==> src/rtl/wbm_xfer_pkg.sv <==
// Shared types and constants for the Wishbone word-block transfer engine.
package wbm_xfer_pkg;

    localparam int unsigned WB_ADDR_W          = 32;
    localparam int unsigned WB_DATA_W          = 32;
    localparam int unsigned WB_SEL_W           = 4;
    localparam int unsigned WB_WORD_STRIDE     = 4;
    localparam int unsigned TIMEOUT_CYCLES_DEF = 64;

    localparam logic [WB_SEL_W-1:0] WB_SEL_ALL = 4'hF;

    typedef enum logic [2:0] {
        ST_IDLE,
        ST_WDAT,
        ST_BUS,
        ST_RESP,
        ST_DONE
    } xfer_state_e;

endpackage

==> src/rtl/wbm_xfer_if.sv <==
// Command, write/read streams and Wishbone master signals of the transfer engine.
interface wbm_xfer_if
    import wbm_xfer_pkg::*;
#(
    parameter int unsigned LEN_W = 16
) ();

    logic                 cmd_valid;
    logic                 cmd_ready;
    logic                 cmd_we;
    logic [WB_ADDR_W-1:0] cmd_addr;
    logic [LEN_W-1:0]     cmd_len;

    logic [WB_DATA_W-1:0] wr_data;
    logic                 wr_valid;
    logic                 wr_ready;

    logic [WB_DATA_W-1:0] rd_data;
    logic                 rd_valid;
    logic                 rd_ready;

    logic                 busy;
    logic                 done;
    logic                 err;

    logic                 wbm_cyc_o;
    logic                 wbm_stb_o;
    logic                 wbm_we_o;
    logic [WB_SEL_W-1:0]  wbm_sel_o;
    logic [WB_ADDR_W-1:0] wbm_adr_o;
    logic [WB_DATA_W-1:0] wbm_dat_o;
    logic                 wbm_ack_i;
    logic [WB_DATA_W-1:0] wbm_dat_i;

    modport master (
        input  cmd_valid, cmd_we, cmd_addr, cmd_len,
        input  wr_data, wr_valid, rd_ready,
        input  wbm_ack_i, wbm_dat_i,
        output cmd_ready, wr_ready, rd_data, rd_valid,
        output busy, done, err,
        output wbm_cyc_o, wbm_stb_o, wbm_we_o, wbm_sel_o, wbm_adr_o, wbm_dat_o
    );

    modport slave (
        output cmd_valid, cmd_we, cmd_addr, cmd_len,
        output wr_data, wr_valid, rd_ready,
        output wbm_ack_i, wbm_dat_i,
        input  cmd_ready, wr_ready, rd_data, rd_valid,
        input  busy, done, err,
        input  wbm_cyc_o, wbm_stb_o, wbm_we_o, wbm_sel_o, wbm_adr_o, wbm_dat_o
    );

endinterface

==> src/rtl/wbm_ack_timeout.sv <==
// Per-beat ack watchdog; only built when WBM_TIMEOUT_EN is defined.
`ifdef WBM_TIMEOUT_EN
module wbm_ack_timeout #(
    parameter int unsigned TIMEOUT_CYCLES = 64
) (
    input  logic clk,
    input  logic rst,
    input  logic clr,
    input  logic en,
    output logic expire_c
);

    localparam int unsigned CNT_W = ($clog2(TIMEOUT_CYCLES) > 0) ? $clog2(TIMEOUT_CYCLES) : 1;

    logic [CNT_W-1:0] cnt_q;

    // Saturates at the terminal count so expire_c holds until cleared.
    always_ff @(posedge clk or posedge rst) begin
        if (rst) begin
            cnt_q <= '0;
        end else if (clr) begin
            cnt_q <= '0;
        end else if (en && !expire_c) begin
            cnt_q <= cnt_q + CNT_W'(1);
        end
    end

    assign expire_c = (cnt_q == CNT_W'(TIMEOUT_CYCLES - 1));

endmodule
`endif

==> src/rtl/wbm_xfer_engine.sv <==
// Wishbone classic master moving word blocks between valid/ready streams and the bus.
// Optional ack watchdog: define WBM_TIMEOUT_EN.
module wbm_xfer_engine
    import wbm_xfer_pkg::*;
#(
    parameter int unsigned LEN_W = 16
`ifdef WBM_TIMEOUT_EN
    ,
    parameter int unsigned TIMEOUT_CYCLES = TIMEOUT_CYCLES_DEF
`endif
) (
    input  logic          wb_clk_i,
    input  logic          wb_rst_i,
    wbm_xfer_if.master    bus
);

    xfer_state_e          state;
    logic [WB_ADDR_W-1:0] addr_q;
    logic [WB_DATA_W-1:0] data_q;
    logic [WB_DATA_W-1:0] rd_data_q;
    logic [LEN_W-1:0]     cnt_q;
    logic [WB_SEL_W-1:0]  sel_q;
    logic                 we_q;
    logic                 cyc_q;
    logic                 we_o_q;
    logic                 cmd_ready_q;
    logic                 wr_ready_q;
    logic                 rd_valid_q;
    logic                 busy_q;
    logic                 done_q;
    logic                 err_q;
    logic                 timeout_c;
    logic                 last_beat_c;

`ifdef WBM_TIMEOUT_EN
    wbm_ack_timeout #(
        .TIMEOUT_CYCLES (TIMEOUT_CYCLES)
    ) u_ack_timeout (
        .clk      (wb_clk_i),
        .rst      (wb_rst_i),
        .clr      (state != ST_BUS),
        .en       (state == ST_BUS),
        .expire_c (timeout_c)
    );
`else
    assign timeout_c = 1'b0;
`endif

    assign last_beat_c = (cnt_q == LEN_W'(1));

    // Control FSM and datapath; every bus-facing output is a flop.
    always_ff @(posedge wb_clk_i or posedge wb_rst_i) begin
        if (wb_rst_i) begin
            state       <= ST_IDLE;
            addr_q      <= '0;
            data_q      <= '0;
            rd_data_q   <= '0;
            cnt_q       <= '0;
            sel_q       <= '0;
            we_q        <= 1'b0;
            cyc_q       <= 1'b0;
            we_o_q      <= 1'b0;
            cmd_ready_q <= 1'b1;
            wr_ready_q  <= 1'b0;
            rd_valid_q  <= 1'b0;
            busy_q      <= 1'b0;
            done_q      <= 1'b0;
            err_q       <= 1'b0;
        end else begin
            done_q <= 1'b0;
            case (state)
                ST_IDLE: begin
                    if (bus.cmd_valid) begin
                        addr_q      <= bus.cmd_addr & ~WB_ADDR_W'(3);
                        cnt_q       <= bus.cmd_len;
                        we_q        <= bus.cmd_we;
                        err_q       <= 1'b0;
                        busy_q      <= 1'b1;
                        cmd_ready_q <= 1'b0;
                        if (bus.cmd_len == '0) begin
                            state <= ST_DONE;
                        end else if (bus.cmd_we) begin
                            wr_ready_q <= 1'b1;
                            state      <= ST_WDAT;
                        end else begin
                            cyc_q  <= 1'b1;
                            we_o_q <= 1'b0;
                            sel_q  <= WB_SEL_ALL;
                            state  <= ST_BUS;
                        end
                    end
                end
                ST_WDAT: begin
                    if (bus.wr_valid) begin
                        data_q     <= bus.wr_data;
                        wr_ready_q <= 1'b0;
                        cyc_q      <= 1'b1;
                        we_o_q     <= 1'b1;
                        sel_q      <= WB_SEL_ALL;
                        state      <= ST_BUS;
                    end
                end
                ST_BUS: begin
                    if (bus.wbm_ack_i) begin
                        cyc_q  <= 1'b0;
                        we_o_q <= 1'b0;
                        sel_q  <= '0;
                        addr_q <= addr_q + WB_ADDR_W'(WB_WORD_STRIDE);
                        cnt_q  <= cnt_q - LEN_W'(1);
                        if (!we_q) begin
                            rd_data_q  <= bus.wbm_dat_i;
                            rd_valid_q <= 1'b1;
                            state      <= ST_RESP;
                        end else if (last_beat_c) begin
                            state <= ST_DONE;
                        end else begin
                            wr_ready_q <= 1'b1;
                            state      <= ST_WDAT;
                        end
                    end else if (timeout_c) begin
                        // Slave went silent: abandon the rest of the block.
                        cyc_q  <= 1'b0;
                        we_o_q <= 1'b0;
                        sel_q  <= '0;
                        err_q  <= 1'b1;
                        state  <= ST_DONE;
                    end
                end
                ST_RESP: begin
                    if (bus.rd_ready) begin
                        rd_valid_q <= 1'b0;
                        if (cnt_q == '0) begin
                            state <= ST_DONE;
                        end else begin
                            cyc_q  <= 1'b1;
                            we_o_q <= 1'b0;
                            sel_q  <= WB_SEL_ALL;
                            state  <= ST_BUS;
                        end
                    end
                end
                ST_DONE: begin
                    done_q      <= 1'b1;
                    busy_q      <= 1'b0;
                    cmd_ready_q <= 1'b1;
                    state       <= ST_IDLE;
                end
                default: begin
                    state <= ST_IDLE;
                end
            endcase
        end
    end

    assign bus.cmd_ready = cmd_ready_q;
    assign bus.wr_ready  = wr_ready_q;
    assign bus.rd_data   = rd_data_q;
    assign bus.rd_valid  = rd_valid_q;
    assign bus.busy      = busy_q;
    assign bus.done      = done_q;
    assign bus.err       = err_q;
    assign bus.wbm_cyc_o = cyc_q;
    assign bus.wbm_stb_o = cyc_q;
    assign bus.wbm_we_o  = we_o_q;
    assign bus.wbm_sel_o = sel_q;
    assign bus.wbm_adr_o = addr_q;
    assign bus.wbm_dat_o = data_q;

endmodule

==> src/flat_wrapper.sv <==
// flat-port wrapper written by rule: the top's interface ports become plain ports
module wbm_xfer_engine_flat import wbm_xfer_pkg::*;
#(
    parameter int unsigned LEN_W = 16

)
  (wb_clk_i, wb_rst_i, bus_cmd_valid, bus_cmd_we, bus_cmd_addr, bus_cmd_len, bus_wr_data, bus_wr_valid, bus_rd_ready, bus_wbm_ack_i, bus_wbm_dat_i, bus_cmd_ready, bus_wr_ready, bus_rd_data, bus_rd_valid, bus_busy, bus_done, bus_err, bus_wbm_cyc_o, bus_wbm_stb_o, bus_wbm_we_o, bus_wbm_sel_o, bus_wbm_adr_o, bus_wbm_dat_o);
  wbm_xfer_if #(.LEN_W(LEN_W)) bus_i ();
  input  logic wb_clk_i;
  input  logic wb_rst_i;
  input wire logic [$bits(bus_i.cmd_valid)-1:0] bus_cmd_valid;
  input wire logic [$bits(bus_i.cmd_we)-1:0] bus_cmd_we;
  input wire logic [$bits(bus_i.cmd_addr)-1:0] bus_cmd_addr;
  input wire logic [$bits(bus_i.cmd_len)-1:0] bus_cmd_len;
  input wire logic [$bits(bus_i.wr_data)-1:0] bus_wr_data;
  input wire logic [$bits(bus_i.wr_valid)-1:0] bus_wr_valid;
  input wire logic [$bits(bus_i.rd_ready)-1:0] bus_rd_ready;
  input wire logic [$bits(bus_i.wbm_ack_i)-1:0] bus_wbm_ack_i;
  input wire logic [$bits(bus_i.wbm_dat_i)-1:0] bus_wbm_dat_i;
  output wire logic [$bits(bus_i.cmd_ready)-1:0] bus_cmd_ready;
  output wire logic [$bits(bus_i.wr_ready)-1:0] bus_wr_ready;
  output wire logic [$bits(bus_i.rd_data)-1:0] bus_rd_data;
  output wire logic [$bits(bus_i.rd_valid)-1:0] bus_rd_valid;
  output wire logic [$bits(bus_i.busy)-1:0] bus_busy;
  output wire logic [$bits(bus_i.done)-1:0] bus_done;
  output wire logic [$bits(bus_i.err)-1:0] bus_err;
  output wire logic [$bits(bus_i.wbm_cyc_o)-1:0] bus_wbm_cyc_o;
  output wire logic [$bits(bus_i.wbm_stb_o)-1:0] bus_wbm_stb_o;
  output wire logic [$bits(bus_i.wbm_we_o)-1:0] bus_wbm_we_o;
  output wire logic [$bits(bus_i.wbm_sel_o)-1:0] bus_wbm_sel_o;
  output wire logic [$bits(bus_i.wbm_adr_o)-1:0] bus_wbm_adr_o;
  output wire logic [$bits(bus_i.wbm_dat_o)-1:0] bus_wbm_dat_o;
  assign bus_i.cmd_valid = bus_cmd_valid;
  assign bus_i.cmd_we = bus_cmd_we;
  assign bus_i.cmd_addr = bus_cmd_addr;
  assign bus_i.cmd_len = bus_cmd_len;
  assign bus_i.wr_data = bus_wr_data;
  assign bus_i.wr_valid = bus_wr_valid;
  assign bus_i.rd_ready = bus_rd_ready;
  assign bus_i.wbm_ack_i = bus_wbm_ack_i;
  assign bus_i.wbm_dat_i = bus_wbm_dat_i;
  assign bus_cmd_ready = bus_i.cmd_ready;
  assign bus_wr_ready = bus_i.wr_ready;
  assign bus_rd_data = bus_i.rd_data;
  assign bus_rd_valid = bus_i.rd_valid;
  assign bus_busy = bus_i.busy;
  assign bus_done = bus_i.done;
  assign bus_err = bus_i.err;
  assign bus_wbm_cyc_o = bus_i.wbm_cyc_o;
  assign bus_wbm_stb_o = bus_i.wbm_stb_o;
  assign bus_wbm_we_o = bus_i.wbm_we_o;
  assign bus_wbm_sel_o = bus_i.wbm_sel_o;
  assign bus_wbm_adr_o = bus_i.wbm_adr_o;
  assign bus_wbm_dat_o = bus_i.wbm_dat_o;
  wbm_xfer_engine #(.LEN_W(LEN_W)) u_core (.wb_clk_i(wb_clk_i), .wb_rst_i(wb_rst_i), .bus(bus_i));
endmodule
==> config.mk <==
export PLATFORM = sky130hd
export DESIGN_NAME = wbm_xfer_engine_flat
export DESIGN_NICKNAME = d
export VERILOG_FILES = /design/src/rtl/wbm_xfer_pkg.sv /design/src/rtl/wbm_xfer_if.sv /design/src/rtl/wbm_ack_timeout.sv /design/src/rtl/wbm_xfer_engine.sv /design/src/flat_wrapper.sv
export SDC_FILE = /design/constraint.sdc
export NUM_CORES = 1
export LEC_CHECK = 0
export CAP_MARGIN = 20
export CORE_MARGIN = 2
export CORE_UTILIZATION = 40
export CTS_CLUSTER_DIAMETER = 100
export DETAILED_ROUTE_END_ITERATION = 8
export PLACE_DENSITY = 0.82
export RECOVER_POWER = 25
export SLEW_MARGIN = 25
export SYNTH_ARGS = -nofsm -noshare
export SYNTH_HDL_FRONTEND = slang
export SYNTH_SLANG_ARGS = --single-unit
==> constraint.sdc <==
create_clock -name wb_clk_i -period 4.15 [get_ports wb_clk_i]
set_clock_uncertainty 0.2 [all_clocks]
set_input_delay 0.83 -clock wb_clk_i [delete_from_list [all_inputs] [get_ports wb_clk_i]]
set_output_delay 0.83 -clock wb_clk_i [all_outputs]
set_load 0.01 [all_outputs]
==> impl.org, run 1 <==
** Synthesis
- Synthesized flop and latch total :: 121
- Adder-cell share of the synthesized area :: 0.632%
- The Yosys step of the flow raised 0 warnings.
- Yosys mapped a number of flops with a built-in enable equal to 0.
- After synthesis, the largest family of logic cells by area is compound AO/OA/AOI/OAI gates.
- Share of flip-flops with an asynchronous set or reset :: 100%
- Of the total synthesized cell area, the portion taken by XOR and XNOR cells is 0%.
- In the synthesized netlist, the number of instances is 572.
- Multiplexer fraction of the synthesized cell area :: 13.5%
- Post-Synth Simple-Gate Area :: 14.9%
- Mapped cell area :: 5940 sq um
- Share of synthesized area occupied by flip-flops and latches :: 51.0%
- Averaged over all synthesized cells, the footprint is 10.4 sq um.
- Summing the areas of all compound-gate instances in the mapped netlist gives 15.9% of the synthesized area.
- After synthesis, the netlist uses 57 different library cells.
- Flip-flop cell with the highest count after synthesis :: sky130_fd_sc_hd__dfrtp_1

** Placed design
- Summed over all nets, the half-perimeter wirelength after detailed placement is 11.9 mm.
- Placer Congestion :: 0.837
- Buffers placed on the I/O ports in this run total 222.

** Clocking
- CTS buffer count :: 17
- Once the clock tree was built, the resizer swapped 0 gates to a different size.
- Post-CTS timing repair inserted 0 buffers for setup.
- After clock tree synthesis, the clock-pin slew on the worst setup and hold paths is 0.05 ns.
- For this design, the CTS-stage hold fixing added 0 buffers.
- The clock net in this run drives a total of 121 sinks.
- Clock latency reported for the late side of the worst-skew pair :: 0.41 ns
- TritonCTS built the clock tree.
- Clock tree synthesis selected as its root buffer the cell sky130_fd_sc_hd__clkbuf_16.
- Number of H-tree levels :: 4
- Number of buffers on the longest clock path :: 2

** Pwr
- Worst vdd rail ir drop :: 0.000379 V
- Power per standard cell area :: 783 nW/um^2
- Leakage power :: 0.00359 uW

** STA
- For the final routed database, the setup TNS stands at 0 ns.
- Transition time at the pin with the least slew margin :: 1.72 ns
- RSZ-0062 raised after global routing :: false
- Derived from the worst setup path, the maximum achievable clock frequency is 348 MHz.
- Setup violations remaining at the end of the flow were counted as 0.
- In this run the tightest slew margin relative to its limit is -14.6%.
- Min Clock Period, post-route :: 2.88 ns
- Hold Vio Cnt, Final :: 0
- Fin crit share :: 69.3%
- The number of pins exceeding their max-slew limit in the final report is 67.

** Worst setup path
- Top cell family by delay on the critical path :: buffers and inverters
- Type of destination of the critical path :: asynchronous set/reset pin
- Startpoint kind of the worst setup timing path :: input pin
- Cell-by-cell listing of the critical path :: dlygate4sd3_1 -> clkinvlp_2 -> clkbuf_2
- Number of buffers and inverters on the critical path :: 3
- Reg2Reg Launch Point :: u_core.state[0]$_DFFE_PP0P_
- Data on the critical path arrives at its endpoint at 2.86 ns.
- STA puts the critical path data required time at 4.14 ns.
- For this design, the slowest cell found on the critical path is sky130_fd_sc_hd__clkbuf_2.
- Slowest stage delay, CP :: 1.28 ns
- The most critical setup path has its startpoint at wb_rst_i.
- The setup path with the least slack is of type in -> async.
- Largest fanout on the critical path :: 66

** Detailed routing
- Number of iterations in the first detailed-routing pass :: 5
- The final layout contains routed wiring with a total length of 16.8 mm.
- Dividing the detail-routed wire length by the instance count gives 17.2 um.
- Post-route DRC violation count :: 0
- The count of nets left with antenna violations once routing finished came out at 0.
- Overall via count from detail_route :: 5381
- Vias per Instance :: 5.50
- Count of routing violations after the opening detailed-route iteration :: 374

** Cells and area
- Total Nets Final :: 904
- Final core area utilization :: 61.3%
- Diodes inserted :: 0
- Number of filler instances in the final layout :: 1238
- The post-route netlist has 15.0% of its cells at a drive strength greater than 1.
- Layout area overhead :: 50.0%

** Global routing
- Global route total overflow :: 0
- Largest net degree at the start of global routing :: 74
- Across every metal layer, demand over resource in global routing totals 21.5%.
- Number of antenna violations at the first check in global routing :: 0
- The first global-routing pass estimated 27.3 mm of wire.
- The number of global-route vias before repair is 5153.

** Die
- The region available for standard cell placement spans 14500 sq um.
- Rows :: 44
- The die covers 15800 sq um.
- Height of the chip :: 126 um
- Number of placed I/O pins :: 228
- The die is 126 um wide.
- Initial standard-cell utilization of the core :: 40.9%

** Worst hold path
- Min-delay worst type :: reg -> reg
- Start point of the worst hold path :: u_core.bus.wbm_we_o$_DFFE_PP0P_

** Run status
- Violated checks :: max-capacitance violations, max-slew violations
- Run status :: finished, violations left

** Run
- Max-cap violations in this run came to 1.
final timing paths:
kind / slack (ns) / end / depth (start not counted)
min in group asynchronous: 0.58 / u_core.bus.rd_data[16]$_DFFE_PP0P_ / 2
setup / recovery: 1.27 / u_core.bus.wbm_adr_o[3]$_DFFE_PP0P_ / 3
hold / removal: 0.28 / u_core.bus.wbm_we_o$_DFFE_PP0P_ / 1
max in group wb_clk_i: 1.41 / u_core.bus.wbm_adr_o[28]$_DFFE_PP0P_ / 4
hold reg to reg: 0.28 / u_core.bus.wbm_we_o$_DFFE_PP0P_ / 1
setup reg to reg: 1.41 / u_core.bus.wbm_adr_o[28]$_DFFE_PP0P_ / 4
registers in the layout, summed over array words and instances, names as in the netlist:
register	cells
u_core.bus.rd_data	32
u_core.bus.wbm_dat_o	32
u_core.bus.wbm_adr_o	30
u_core.cnt_q	16
u_core.state	3
u_core.bus.busy	1
u_core.bus.cmd_ready	1
u_core.bus.done	1
u_core.bus.rd_valid	1
u_core.bus.wbm_sel_o	1
u_core.bus.wbm_we_o	1
u_core.bus.wr_ready	1
u_core.we_q	1
stage by stage:
| stage | setup slack [ns] | area (sq um) | instances | hold slack [ns] | total power [uW] |
|---|---|---|---|---|---|
| floorplan | 1.64 | 5950 | 574 | 0.279 | 3930 |
| global placement | 1.11 | 8300 | 947 | 0.265 | 5320 |
| detailed placement | 1.05 | 8300 | 947 | 0.272 | 5430 |
| CTS | 1.45 | 8940 | 979 | 0.288 | 7040 |
| global route | 0.913 | 8910 | 979 | 0.314 | 7440 |
| finish | 1.27 | 8910 | 979 | 0.280 | 6980 |
cell type report:
class | instances | area (sq um) | share of cell area (%)
clock buffers | 22 | 474 | 5.32
clock inverters | 10 | 165 | 1.85
inverters | 12 | 46.3 | 0.520
multi-input cells | 400 | 2690 | 30.2
flip-flops and latches | 121 | 3030 | 34.0
well taps | 184 | 230 | 2.58
repair buffers | 230 | 2280 | 25.6
cell usage in the layout, fill, tap and decap left out, types with 6 or more instances in the layout:
| cell type | Yosys | layout |
|---|---|---|
| sky130_fd_sc_hd__or3_1 | 7 | 7 |
| sky130_fd_sc_hd__mux2i_1 | 8 | 8 |
| sky130_fd_sc_hd__nor3_1 | 18 | 17 |
| sky130_fd_sc_hd__o21ai_0 | 41 | 41 |
| sky130_fd_sc_hd__nor2_1 | 33 | 32 |
| sky130_fd_sc_hd__and3_1 | 7 | 7 |
| sky130_fd_sc_hd__inv_1 | 12 | 11 |
| sky130_fd_sc_hd__o22ai_1 | 13 | 13 |
| sky130_fd_sc_hd__a2bb2oi_1 | 8 | 8 |
| sky130_fd_sc_hd__nand3_1 | 19 | 19 |
| sky130_fd_sc_hd__a31oi_1 | 10 | 10 |
| sky130_fd_sc_hd__a21oi_1 | 42 | 42 |
| sky130_fd_sc_hd__a22oi_1 | 6 | 6 |
| sky130_fd_sc_hd__dfrtp_1 | 120 | 120 |
| sky130_fd_sc_hd__nor4_1 | 11 | 11 |
| sky130_fd_sc_hd__nand2_1 | 44 | 44 |
| sky130_fd_sc_hd__clkdlybuf4s50_1 | 0 | 221 |
| sky130_fd_sc_hd__mux2_2 | 64 | 64 |
| sky130_fd_sc_hd__buf_4 | 8 | 6 |
| sky130_fd_sc_hd__a311oi_1 | 6 | 6 |
| sky130_fd_sc_hd__nand4_1 | 7 | 7 |
| sky130_fd_sc_hd__clkbuf_16 | 0 | 17 |
routing by layer:
| layer | routed length [um] | GRT usage [%] |
|---|---|---|
| met5 | 0 | 0 |
| met3 | 1050 | 5.56 |
| met2 | 8330 | 35.0 |
| met1 | 7110 | 28.2 |
| met4 | 310 | 7.30 |
cell usage after synthesis (all sizes together), types with 2 or more instances:
cell / instances / area [sq um]
and2: 4 / 25.0
or2: 2 / 12.5
and4: 4 / 35.0
clkbuf: 20 / 75.1
mux2i: 8 / 80.1
nor2b: 2 / 12.5
mux2: 64 / 721
ha: 3 / 37.5
or4: 3 / 30.0
or3: 7 / 43.8
or3b: 2 / 17.5
nand2: 44 / 165
o211ai: 3 / 22.5
a21o: 2 / 15.0
and3: 7 / 43.8
dfrtp: 120 / 3000
o311a: 2 / 20.0
o21ai: 41 / 205
o22ai: 13 / 81.3
a21oi: 43 / 219
o32ai: 3 / 26.3
a2bb2oi: 8 / 70.1
a311oi: 6 / 52.6
a22oi: 6 / 45.0
nor2: 33 / 124
nand4: 8 / 56.3
inv: 12 / 45.0
o2bb2ai: 2 / 17.5
nor3: 19 / 100
nor4: 12 / 81.3
o22a: 3 / 27.5
a31oi: 10 / 62.6
nand4b: 2 / 17.5
buf: 21 / 124
nand3: 19 / 95.1
worst register-to-register path, cell delays in order (launching register included):
cell	delay [ns]
sky130_fd_sc_hd__dfrtp_1	0.52
sky130_fd_sc_hd__or3b_2	0.89
sky130_fd_sc_hd__nor2_1	0.61
sky130_fd_sc_hd__nand2_1	0.11
sky130_fd_sc_hd__o311a_1	0.30
report_power, final:
| part | total, uW | switching, uW | leakage, uW | internal, uW |
|---|---|---|---|---|
| clock network | 1590 | 534 | 0.000303 | 1050 |
| registers | 2260 | 507 | 0.00142 | 1750 |
| logic | 3130 | 1430 | 0.00187 | 1700 |
| total | 6980 | 2470 | 0.00359 | 4510 |
cell families after synthesis:
logic type | after synthesis
adders and majority gates | 3
other | 1
DFF | 121
muxes | 72
and+or+nand+nor | 171
buffers and inverters | 53
AOI/OAI and AO/OA | 151
Power figures use the tool's default switching activity.
==> run 2, diff against run 1 <==
==> constraint.sdc (replaced) <==
create_clock -name wb_clk_i -period 2.6 [get_ports wb_clk_i]
set_clock_uncertainty 0.2 [all_clocks]
set_input_delay 0.52 -clock wb_clk_i [delete_from_list [all_inputs] [get_ports wb_clk_i]]
set_output_delay 0.52 -clock wb_clk_i [all_outputs]
set_load 0.01 [all_outputs]
==> impl.org, run 2 (synthesized netlist as in run 1, its figures left out) <==
** Worst setup path
- Number of gates on the worst path with buffers counted :: 6 (was 3)
- Largest fanout on the critical path :: 10 (was 66)
- Type of destination of the critical path :: flop (was asynchronous set/reset pin)
- Cell at the slowest stage of the critical path :: sky130_fd_sc_hd__dfrtp_1 (was sky130_fd_sc_hd__clkbuf_2)
- The length in cells of the worst reg-to-reg path was 6 (was 4).
- Critical path required time :: 2.70 ns (was 4.14 ns)
- Data arrival at the endpoint of the critical path :: 2.44 ns (was 2.86 ns)
- The kind of launch point of the worst setup path is a flop (was input pin).
- Slowest stage delay, CP :: 0.39 ns (was 1.28 ns)
- Crit path capture :: u_core.bus.wbm_adr_o[28]$_DFFE_PP0P_ (was u_core.bus.wbm_adr_o[3]$_DFFE_PP0P_)
- Reg2Reg Launch Point :: u_core.state[1]$_DFFE_PP0P_ (was u_core.state[0]$_DFFE_PP0P_)
- The reg-to-reg setup timing slack was 0.26 ns (was 1.41 ns).
- Timing startpoint of the critical path :: u_core.state[1]$_DFFE_PP0P_ (was wb_rst_i)
- The critical path start-end classification was reg -> reg (was in -> async).
- Top cell family by delay on the critical path :: simple AND/OR/NAND/NOR gates (was buffers and inverters)
- Cell-by-cell listing of the critical path :: clkbuf_1 -> mux2i_1 -> or3_1 -> nor2_1 -> nand2_1 -> o311a_1 (was dlygate4sd3_1 -> clkinvlp_2 -> clkbuf_2)
- Critical register-to-register path endpoint :: u_core.bus.wbm_adr_o[28]$_DFFE_PP0P_ (unchanged)
- The number of buffer and inverter stages on the critical path was 1 (was 3).

** STA
- Min Clock Period, post-route :: 2.34 ns
- Fmax :: 428 MHz
- Final count of pins violating max slew :: 0 (was 67)
- The number of failing hold endpoints at the final stage was 0 (unchanged).
- RSZ-0062 raised after global routing :: false (unchanged)
- Final Worst Setup Slack :: 0.261 ns (was 1.27 ns)
- Transition time at the pin with the least slew margin :: 1.19 ns (was 1.72 ns)
- Total negative setup slack :: 0 ns (unchanged)
- Fin crit share :: 89.9%
- The count of final setup violators is 0 (unchanged).
- The relative slew slack is 20.4% (was -14.6%).

** Placed design
- The count of input and output buffers was 222 (unchanged).
- Placer Congestion :: 0.857 (was 0.837)
- HPWL reported at the end of detailed placement :: 12.3 mm (was 11.9 mm)
- The number of placed instances with taps included was 961 (was 947).
- Pre-CTS setup slack :: 0.0481 ns (was 1.05 ns)

** Detailed routing
- Detailed Route WL :: 17.1 mm (was 16.8 mm)
- Post-route DRC violation count :: 0 (unchanged)
- The number of nets still failing antenna checks after routing is 0 (unchanged).
- The initial DRC count came to 333 (was 374).
- Overall via count from detail_route :: 5439 (was 5381)
- Vias per Instance :: 5.48 (was 5.50)
- The number of search-and-repair iterations in the first detailed-routing pass was 4 (was 5).
- DR WL/cell :: 17.3 um (was 17.2 um)

** Global routing
- The aggregate global routing overflow came to 0 (unchanged).
- Via count of the first global-routing pass :: 5327 (was 5153)
- Global-route wire length before repair :: 27.5 mm (was 27.3 mm)
- Number of antenna violations at the first check in global routing :: 0 (unchanged)
- The total track usage is 21.7% (was 21.5%).
- The pin count of the biggest net entering global routing is 74 (unchanged).

** Pwr
- The largest vdd supply drop came to 0.000546 V (was 0.000379 V).
- Cell-internal power :: 7190 uW (was 4510 uW)
- Switching power share of the total :: 36.1% (was 35.4%)
- Proportion of power drawn by the clock network :: 21.6% (was 22.8%)
- Power per standard cell area :: 1240 nW/um^2 (was 783 nW/um^2)
- Sequential cell fraction of total power :: 31.9% (was 32.4%)
- The part of the power in combinational logic came to 46.5% (was 44.9%).
- The static leakage is 0.00365 uW (was 0.00359 uW).
- The switching power summed over all nets came to 4060 uW (was 2470 uW).

** Cells and area
- Non-filler cells, final :: 993 (was 979)
- The filler cell count in the final layout is 1191 (was 1238).
- The leading cell type in the layout, fill and taps excluded is sky130_fd_sc_hd__clkdlybuf4s50_1 (unchanged).
- Leading cell types in the layout, fill and taps excluded: sky130_fd_sc_hd__clkdlybuf4s50_1 (221), sky130_fd_sc_hd__dfrtp_1 (120), sky130_fd_sc_hd__mux2_2 (64), sky130_fd_sc_hd__nand2_1 (44), sky130_fd_sc_hd__a21oi_1 (42) (unchanged).
- Layout area overhead :: 52.1% (was 50.0%)
- Diodes inserted :: 0 (unchanged)
- The total number of nets in the final design came to 918 (was 904).
- Share of cells above drive strength 1 :: 16.6% (was 15.0%)

** Die
- Height of the chip :: 126 um (unchanged)
- The full die area was 15800 sq um (unchanged).
- The count of pins on the block boundary was 228 (unchanged).
- Core area :: 14500 sq um (unchanged)
- The starting density of the core is 40.9% (unchanged).
- Rows :: 44 (unchanged)
- The width of the chip was 126 um (unchanged).

** Clocking
- The number of instances resized during post-cts repair is 0 (unchanged).
- The CTS buffer count was 17 (unchanged).
- Clock sink count :: 121 (unchanged)
- Register clock-pin slew on the reported worst setup and hold paths :: 0.06 ns (was 0.05 ns)
- The number of post-CTS setup repair buffers was 0 (unchanged).
- Clock latency reported for the late side of the worst-skew pair :: 0.42 ns (was 0.41 ns)
- The clock tree buffer depth came to 2 (unchanged).
- CTS Root Buffer Type :: sky130_fd_sc_hd__clkbuf_16 (unchanged)
- The hold buffer count at cts is 0 (unchanged).
- The H-tree level count was 4 (unchanged).
- The clock tree from TritonCTS is built (unchanged).

** Run
- Number of maximum-capacitance constraint violations :: 0 (was 1)

** Run status
- Run status :: completed (was finished, violations left)

** Worst hold path
- Min-delay worst type :: reg -> reg (unchanged)
run 2: how the worst min path moves through the flow:
stage,from,endpoint,slack [ns],cells past startpoint
detailed placement,u_core.bus.wbm_we_o$_DFFE_PP0P_,u_core.bus.wbm_we_o$_DFFE_PP0P_,0.27,1
floorplan,u_core.cnt_q[14]$_DFFE_PP0P_,u_core.cnt_q[14]$_DFFE_PP0P_,0.28,1
global placement,u_core.bus.wbm_we_o$_DFFE_PP0P_,u_core.bus.wbm_we_o$_DFFE_PP0P_,0.27,1
finish,u_core.bus.wbm_we_o$_DFFE_PP0P_,u_core.bus.wbm_we_o$_DFFE_PP0P_,0.27,1
CTS,u_core.bus.wbm_we_o$_DFFE_PP0P_,u_core.bus.wbm_we_o$_DFFE_PP0P_,0.28,1
global route,u_core.bus.wbm_we_o$_DFFE_PP0P_,u_core.bus.wbm_we_o$_DFFE_PP0P_,0.29,1
run 2: metal layers:
metal  vias up  wire (um)  GRT usage, %
li1       2584          -             -
met1      2613       7360          28.2
met2       218       8420          35.3
met3        24       1030          4.93
met4         0        331          8.66
met5         -          0             0
run 2: layout make-up:
type                    count  area, sq um  area share (%)
flip-flops and latches    121         3030            33.5
multi-input cells         400         2690            29.7
repair buffers            244         2430            26.9
clock buffers              18          439            4.86
well taps                 184          230            2.55
clock inverters            14          173            1.91
inverters                  12         48.8           0.540
run 2: metrics by stage:
| stage | cell area, sq um | hold slack [ns] | util [%] | total power [uW] |
|---|---|---|---|---|
| after floorplan | 5950 | 0.279 | - | 6270 |
| after global routing | 9040 | 0.290 | 62.2 | 12000 |
| final | 9040 | 0.274 | 62.2 | 11200 |
| after global placement | 8450 | 0.267 | 58.1 | 8670 |
| after CTS | 9060 | 0.281 | 62.3 | 11300 |
| after detailed placement | 8450 | 0.269 | 58.1 | 8850 |
run 2: power groups by stage:
stage	Combinational [uW]	Sequential [uW]	Clock, uW
2_1_floorplan	2450	3820	0
3_3_place_gp	5130	3540	0
3_5_place_dp	5240	3610	0
4_1_cts	5260	3590	2480
5_1_grt	5660	3740	2560
6_report	5230	3590	2430
